**src/rtl/fsm_6s2i_seq_driver.sv**
```systemverilog
// Walks a 6-state/2-input Moore FSM to a requested state along the shortest in_ path, shadowing its state.
// Latency: k+1 cycles from acceptance to done_val for a k-step path; error targets (6,7) complete in 1 cycle.
// Backpressure: req_rdy only in IDLE; optional FSM_6S2I_SEQ_DRIVER_CHECK_EN adds dut_state/mismatch.
module fsm_6s2i_seq_driver #(
  parameter logic [1:0] IDLE_IN = 2'b10,
  parameter int         STEP_W  = 3
) (
  input  logic              clk,
  input  logic              reset_n,
  input  logic              req_val,
  output logic              req_rdy,
  input  logic [2:0]        req_target,
  output logic [1:0]        in_,
  output logic [2:0]        exp_state,
  output logic [1:0]        exp_out,
  output logic              done_val,
  output logic              done_err,
`ifdef FSM_6S2I_SEQ_DRIVER_CHECK_EN
  output logic [STEP_W-1:0] done_steps,
  input  logic [2:0]        dut_state,
  output logic              mismatch
`else
  output logic [STEP_W-1:0] done_steps
`endif
);

  localparam logic [2:0] ST_A = 3'd0;
  localparam logic [2:0] ST_B = 3'd1;
  localparam logic [2:0] ST_C = 3'd2;
  localparam logic [2:0] ST_D = 3'd3;
  localparam logic [2:0] ST_E = 3'd4;
  localparam logic [2:0] ST_F = 3'd5;

  typedef enum logic {IDLE, DRIVE} drv_t;

  drv_t              drv_q, drv_d;
  logic [2:0]        target_q;
  logic [2:0]        shadow_q;
  logic [STEP_W-1:0] count_q;
  logic              count_clr;
  logic              count_inc;

  // Row packed as next state for in_ = 11,10,01,00 (MSB first).
  function automatic logic [2:0] fsm_next(input logic [2:0] s, input logic [1:0] i);
    logic [11:0] row;
    case (s)
      ST_A:    row = {ST_E, ST_A, ST_B, ST_A};
      ST_B:    row = {ST_E, ST_A, ST_B, ST_C};
      ST_C:    row = {ST_E, ST_A, ST_D, ST_A};
      ST_D:    row = {ST_E, ST_A, ST_B, ST_C};
      ST_E:    row = {ST_E, ST_A, ST_F, ST_F};
      default: row = {ST_A, ST_A, ST_A, ST_A};
    endcase
    case (i)
      2'b00:   fsm_next = row[2:0];
      2'b01:   fsm_next = row[5:3];
      2'b10:   fsm_next = row[8:6];
      default: fsm_next = row[11:9];
    endcase
  endfunction

  // Row packed as first hop toward target F,E,D,C,B,A; the diagonal entry is never used.
  function automatic logic [1:0] hop(input logic [2:0] s, input logic [2:0] t);
    logic [11:0] row;
    case (s)
      ST_A:    row = {2'b11, 2'b11, 2'b01, 2'b01, 2'b01, IDLE_IN};
      ST_B:    row = {2'b11, 2'b11, 2'b00, 2'b00, IDLE_IN, 2'b10};
      ST_C:    row = {2'b11, 2'b11, 2'b01, IDLE_IN, 2'b00, 2'b00};
      ST_D:    row = {2'b11, 2'b11, IDLE_IN, 2'b00, 2'b01, 2'b10};
      ST_E:    row = {2'b00, IDLE_IN, 2'b10, 2'b10, 2'b10, 2'b10};
      default: row = {IDLE_IN, 2'b00, 2'b00, 2'b00, 2'b00, 2'b00};
    endcase
    case (t)
      ST_A:    hop = row[1:0];
      ST_B:    hop = row[3:2];
      ST_C:    hop = row[5:4];
      ST_D:    hop = row[7:6];
      ST_E:    hop = row[9:8];
      default: hop = row[11:10];
    endcase
  endfunction

  always_comb begin
    drv_d      = drv_q;
    req_rdy    = 1'b0;
    in_        = IDLE_IN;
    done_val   = 1'b0;
    done_err   = 1'b0;
    done_steps = '0;
    count_clr  = 1'b0;
    count_inc  = 1'b0;
    case (drv_q)
      IDLE: begin
        req_rdy = 1'b1;
        if (req_val) begin
          drv_d     = DRIVE;
          count_clr = 1'b1;
        end
      end
      DRIVE: begin
        if (target_q > ST_F) begin
          done_val   = 1'b1;
          done_err   = 1'b1;
          done_steps = count_q;
          drv_d      = IDLE;
        end else if (shadow_q == target_q) begin
          done_val   = 1'b1;
          done_steps = count_q;
          drv_d      = IDLE;
        end else begin
          in_       = hop(shadow_q, target_q);
          count_inc = 1'b1;
        end
      end
      default: drv_d = IDLE;
    endcase
  end

  // Shadow advances every edge, so an idle edge always lands it in A before a walk starts.
  always_ff @(posedge clk or negedge reset_n) begin
    if (!reset_n) begin
      drv_q    <= IDLE;
      target_q <= ST_A;
      shadow_q <= ST_A;
      count_q  <= '0;
    end else begin
      drv_q    <= drv_d;
      shadow_q <= fsm_next(shadow_q, in_);
      if (count_clr) begin
        count_q  <= '0;
        target_q <= req_target;
      end else if (count_inc) begin
        count_q <= count_q + STEP_W'(1);
      end
    end
  end

  assign exp_state = shadow_q;

  always_comb begin
    case (shadow_q)
      ST_D:       exp_out = 2'b01;
      ST_E, ST_F: exp_out = 2'b10;
      default:    exp_out = 2'b00;
    endcase
  end

`ifdef FSM_6S2I_SEQ_DRIVER_CHECK_EN
  always_ff @(posedge clk or negedge reset_n) begin
    if (!reset_n) begin
      mismatch <= 1'b0;
    end else if (dut_state != shadow_q) begin
      mismatch <= 1'b1;
    end
  end
`endif

endmodule

```
**config.mk**
```make
export PLATFORM = sky130hd
export DESIGN_NAME = fsm_6s2i_seq_driver
export DESIGN_NICKNAME = d
export VERILOG_FILES = /design/src/rtl/fsm_6s2i_seq_driver.sv
export SDC_FILE = /design/constraint.sdc
export NUM_CORES = 1
export LEC_CHECK = 0
export ABC_AREA = 1
export CELL_PAD_IN_SITES_DETAIL_PLACEMENT = 1
export CELL_PAD_IN_SITES_GLOBAL_PLACEMENT = 1
export CORE_MARGIN = 10
export CORE_UTILIZATION = 36
export DETAILED_ROUTE_END_ITERATION = 16
export PLACE_DENSITY_LB_ADDON = 0.08
export SYNTH_ARGS = -nofsm -noshare
export SYNTH_HDL_FRONTEND = slang
export SYNTH_SLANG_ARGS = --single-unit
```
**constraint.sdc**
```tcl
create_clock -name clk -period 2.4 [get_ports clk]
set_input_delay 0.24 -clock clk [delete_from_list [all_inputs] [get_ports clk]]
set_output_delay 0.24 -clock clk [all_outputs]
set_load 0.02 [all_outputs]
```
==> run metrics <==
Gate Count Post-Synth 121; Slew Limit Headroom 64.5%; Synth cell types 22; TritonCTS clock tree built; placed instance count 165; Synthesized Nets 128; residual overflow from global routing 0; largest net degree at the start of global routing 11; drt drc 0; Arr. time, crit path 1.77 ns; gpl congestion 0.910; DRT Pass-1 Iters 4; synth-to-layout area growth 30.7%; slew at the pin with the worst max-slew slack 0.531 ns; area leader, netlist dfrtp_1; vias in the first global route 851; core area 2190 um^2; wire per inst 14.2 um; I/O pins 19; Root Buffer clkbuf_4; Seq cells post-synth 10; overall routing resource usage 11.6%; commonest non-fill, non-tap cell in the layout nand2_1; row count 17; Max Cap Viol 0; Crit-path slowest cell clkdlybuf4s50_1; Critical Path Fanout Max 8; post-synthesis sequential area ratio 30.7%; clk_lat worst skew 0.28 ns; critical path endpoint category primary output; CP Data Required Time 2.16 ns; Mapped Area 816 um^2; I/O Buffers 18; Synth area leaders dfrtp_1, nand2_1, nor2_1; die width 67.6 um; Tcrit/Tclk final 84.0%; Detail Route Antenna Nets 0; outcome completed; # diodes 0; class of the worst hold path primary input to async pin; CTS H-tree depth 1; Via density 4.82; Final #Nets 149; Initial DRC Count 20; clock transition at the registers of the reported paths 0.07 ns; CP Class register to primary output; Placement Setup Slack 0.266 ns; first-pass GRT wire length 4030 um; Leak 0.596 nW; CTS buffer count 3; commonest cells after routing, fill and taps aside nand2_1, nor2_1, inv_1, clkdlybuf4s50_1; HPWL after DPL 1930 um; peak supply drop 0.000761 V; max incr delay on CP 0.62 ns; final worst slack 0.385 ns; Sum Neg Setup Slack 0 ns; Vias 815; die height 67.6 um; fin util 48.7%; share of cells above drive strength 1 22.0%; final wirelength 2390 um; Final Skew 0.00435 ns; DIE AREA 4570 um^2; hold slack 0.307 ns; top cell type's share of synthesized area 30.7%; Startpoint Class register; cells along the critical path nand2_1 > nor2_1 > clkdlybuf4s50_1; YS warnings 0; RSZ-0062 raised after global routing false; Pwr per Cell Area 1490 nW/um^2; worst-case clock buffer depth 2; Mean Syn Cell Area 6.74 um^2; fin crit period 2.01 ns; clk sink count 10; Cell Count, Final, Fillers Out 169; initial cell density of the core 37.2%; Final Hold Fails 0; Final setup viols 0; initial antenna violation count 0; Setup Buffers After CTS 0; max-slew violation count 0; fmax 496 MHz
final cells by class:
class	count	area [um^2]
fill	289	1120
multi-input combinational	92	479
sequential	10	256
timing repair buffer	18	195
inverter	17	63.8
clock buffer	4	36.3
tap	28	35.0
Yosys cell counts:
cell / count
xnor2_1: 1
nand2_1: 33
nor2_2: 2
nor3_1: 1
inv_1: 12
nor2_1: 26
inv_2: 5
dfrtp_1: 10
o21ai_2: 2
nand2_2: 3
nand4_1: 1
o21ai_1: 2
nand3_2: 1
o22ai_2: 1
nand3_1: 6
buf_6: 2
ha_1: 1
nor2_4: 3
nand3_4: 1
nand2_4: 3
a21oi_1: 4
a21oi_2: 1
metal layers:
layer	wire, um	vias to the layer above	share of wire (%)	global-route usage (%)
li1	-	412	-	-
met1	1110	384	46	14.1
met2	1150	14	48	18.7
met3	95	5	4.0	2.98
met4	40	0	1.7	5.38
met5	0	-	0	0
sequential cells by signal, indices dropped and copies added (netlist names):
register,cells
target_q,3
drv_q,1
exp_state,3
count_q,3
kinds of logic (layout without fill, tap and decap cells):
logic type / after synthesis / after routing / share of synthesized area, %
compound gates: 10 / 10 / 8.44
xor+xnor: 1 / 1 / 1.07
fa+ha+maj: 1 / 1 / 1.53
buf+inv: 19 / 39 / 10.6
flops: 10 / 10 / 30.7
simple gates: 80 / 80 / 47.7
path summary, 6_finish.rpt:
check / cells after the start / slack [ns] / end / startpoint
worst max-delay path: 3 / 0.39 / done_err / target_q[1]
worst min-delay path: 1 / 0.31 / count_q[2] / reset_n
worst max register to register: 9 / 0.96 / exp_state[0] / exp_state[0]
worst min register to register: 2 / 0.58 / count_q[0] / count_q[0]
max in group asynchronous: 1 / 1.71 / target_q[2] / reset_n
min in group clk: 3 / 0.54 / target_q[2] / req_target[2]
through the flow:
stage               area (um^2)  power [mW]
global placement           1010        1.42
detailed placement         1010        1.44
floorplan                   816        1.14
global route               1070        1.75
CTS                        1050        1.61
finish                     1070        1.59
worst max-delay path, delay by kind of cell (launching register included):
family	cells	cell delay, ns
flip-flops	1	0.49
AND/OR/NAND/NOR	2	0.38
buffers and inverters	1	0.62
report_power, final:
part | internal, mW | switching, mW
Combinational | 0.401 | 0.668
Clock | 0.0924 | 0.0664
Sequential | 0.246 | 0.115
repair_timing:
action / 4_1_cts / 5_1_grt
hold buffers: 0 / 0
pin swaps: 0 / 0
resized for setup: 1 / 10
setup endpoints to repair: 5 / 6
Power figures use the tool's default switching activity.
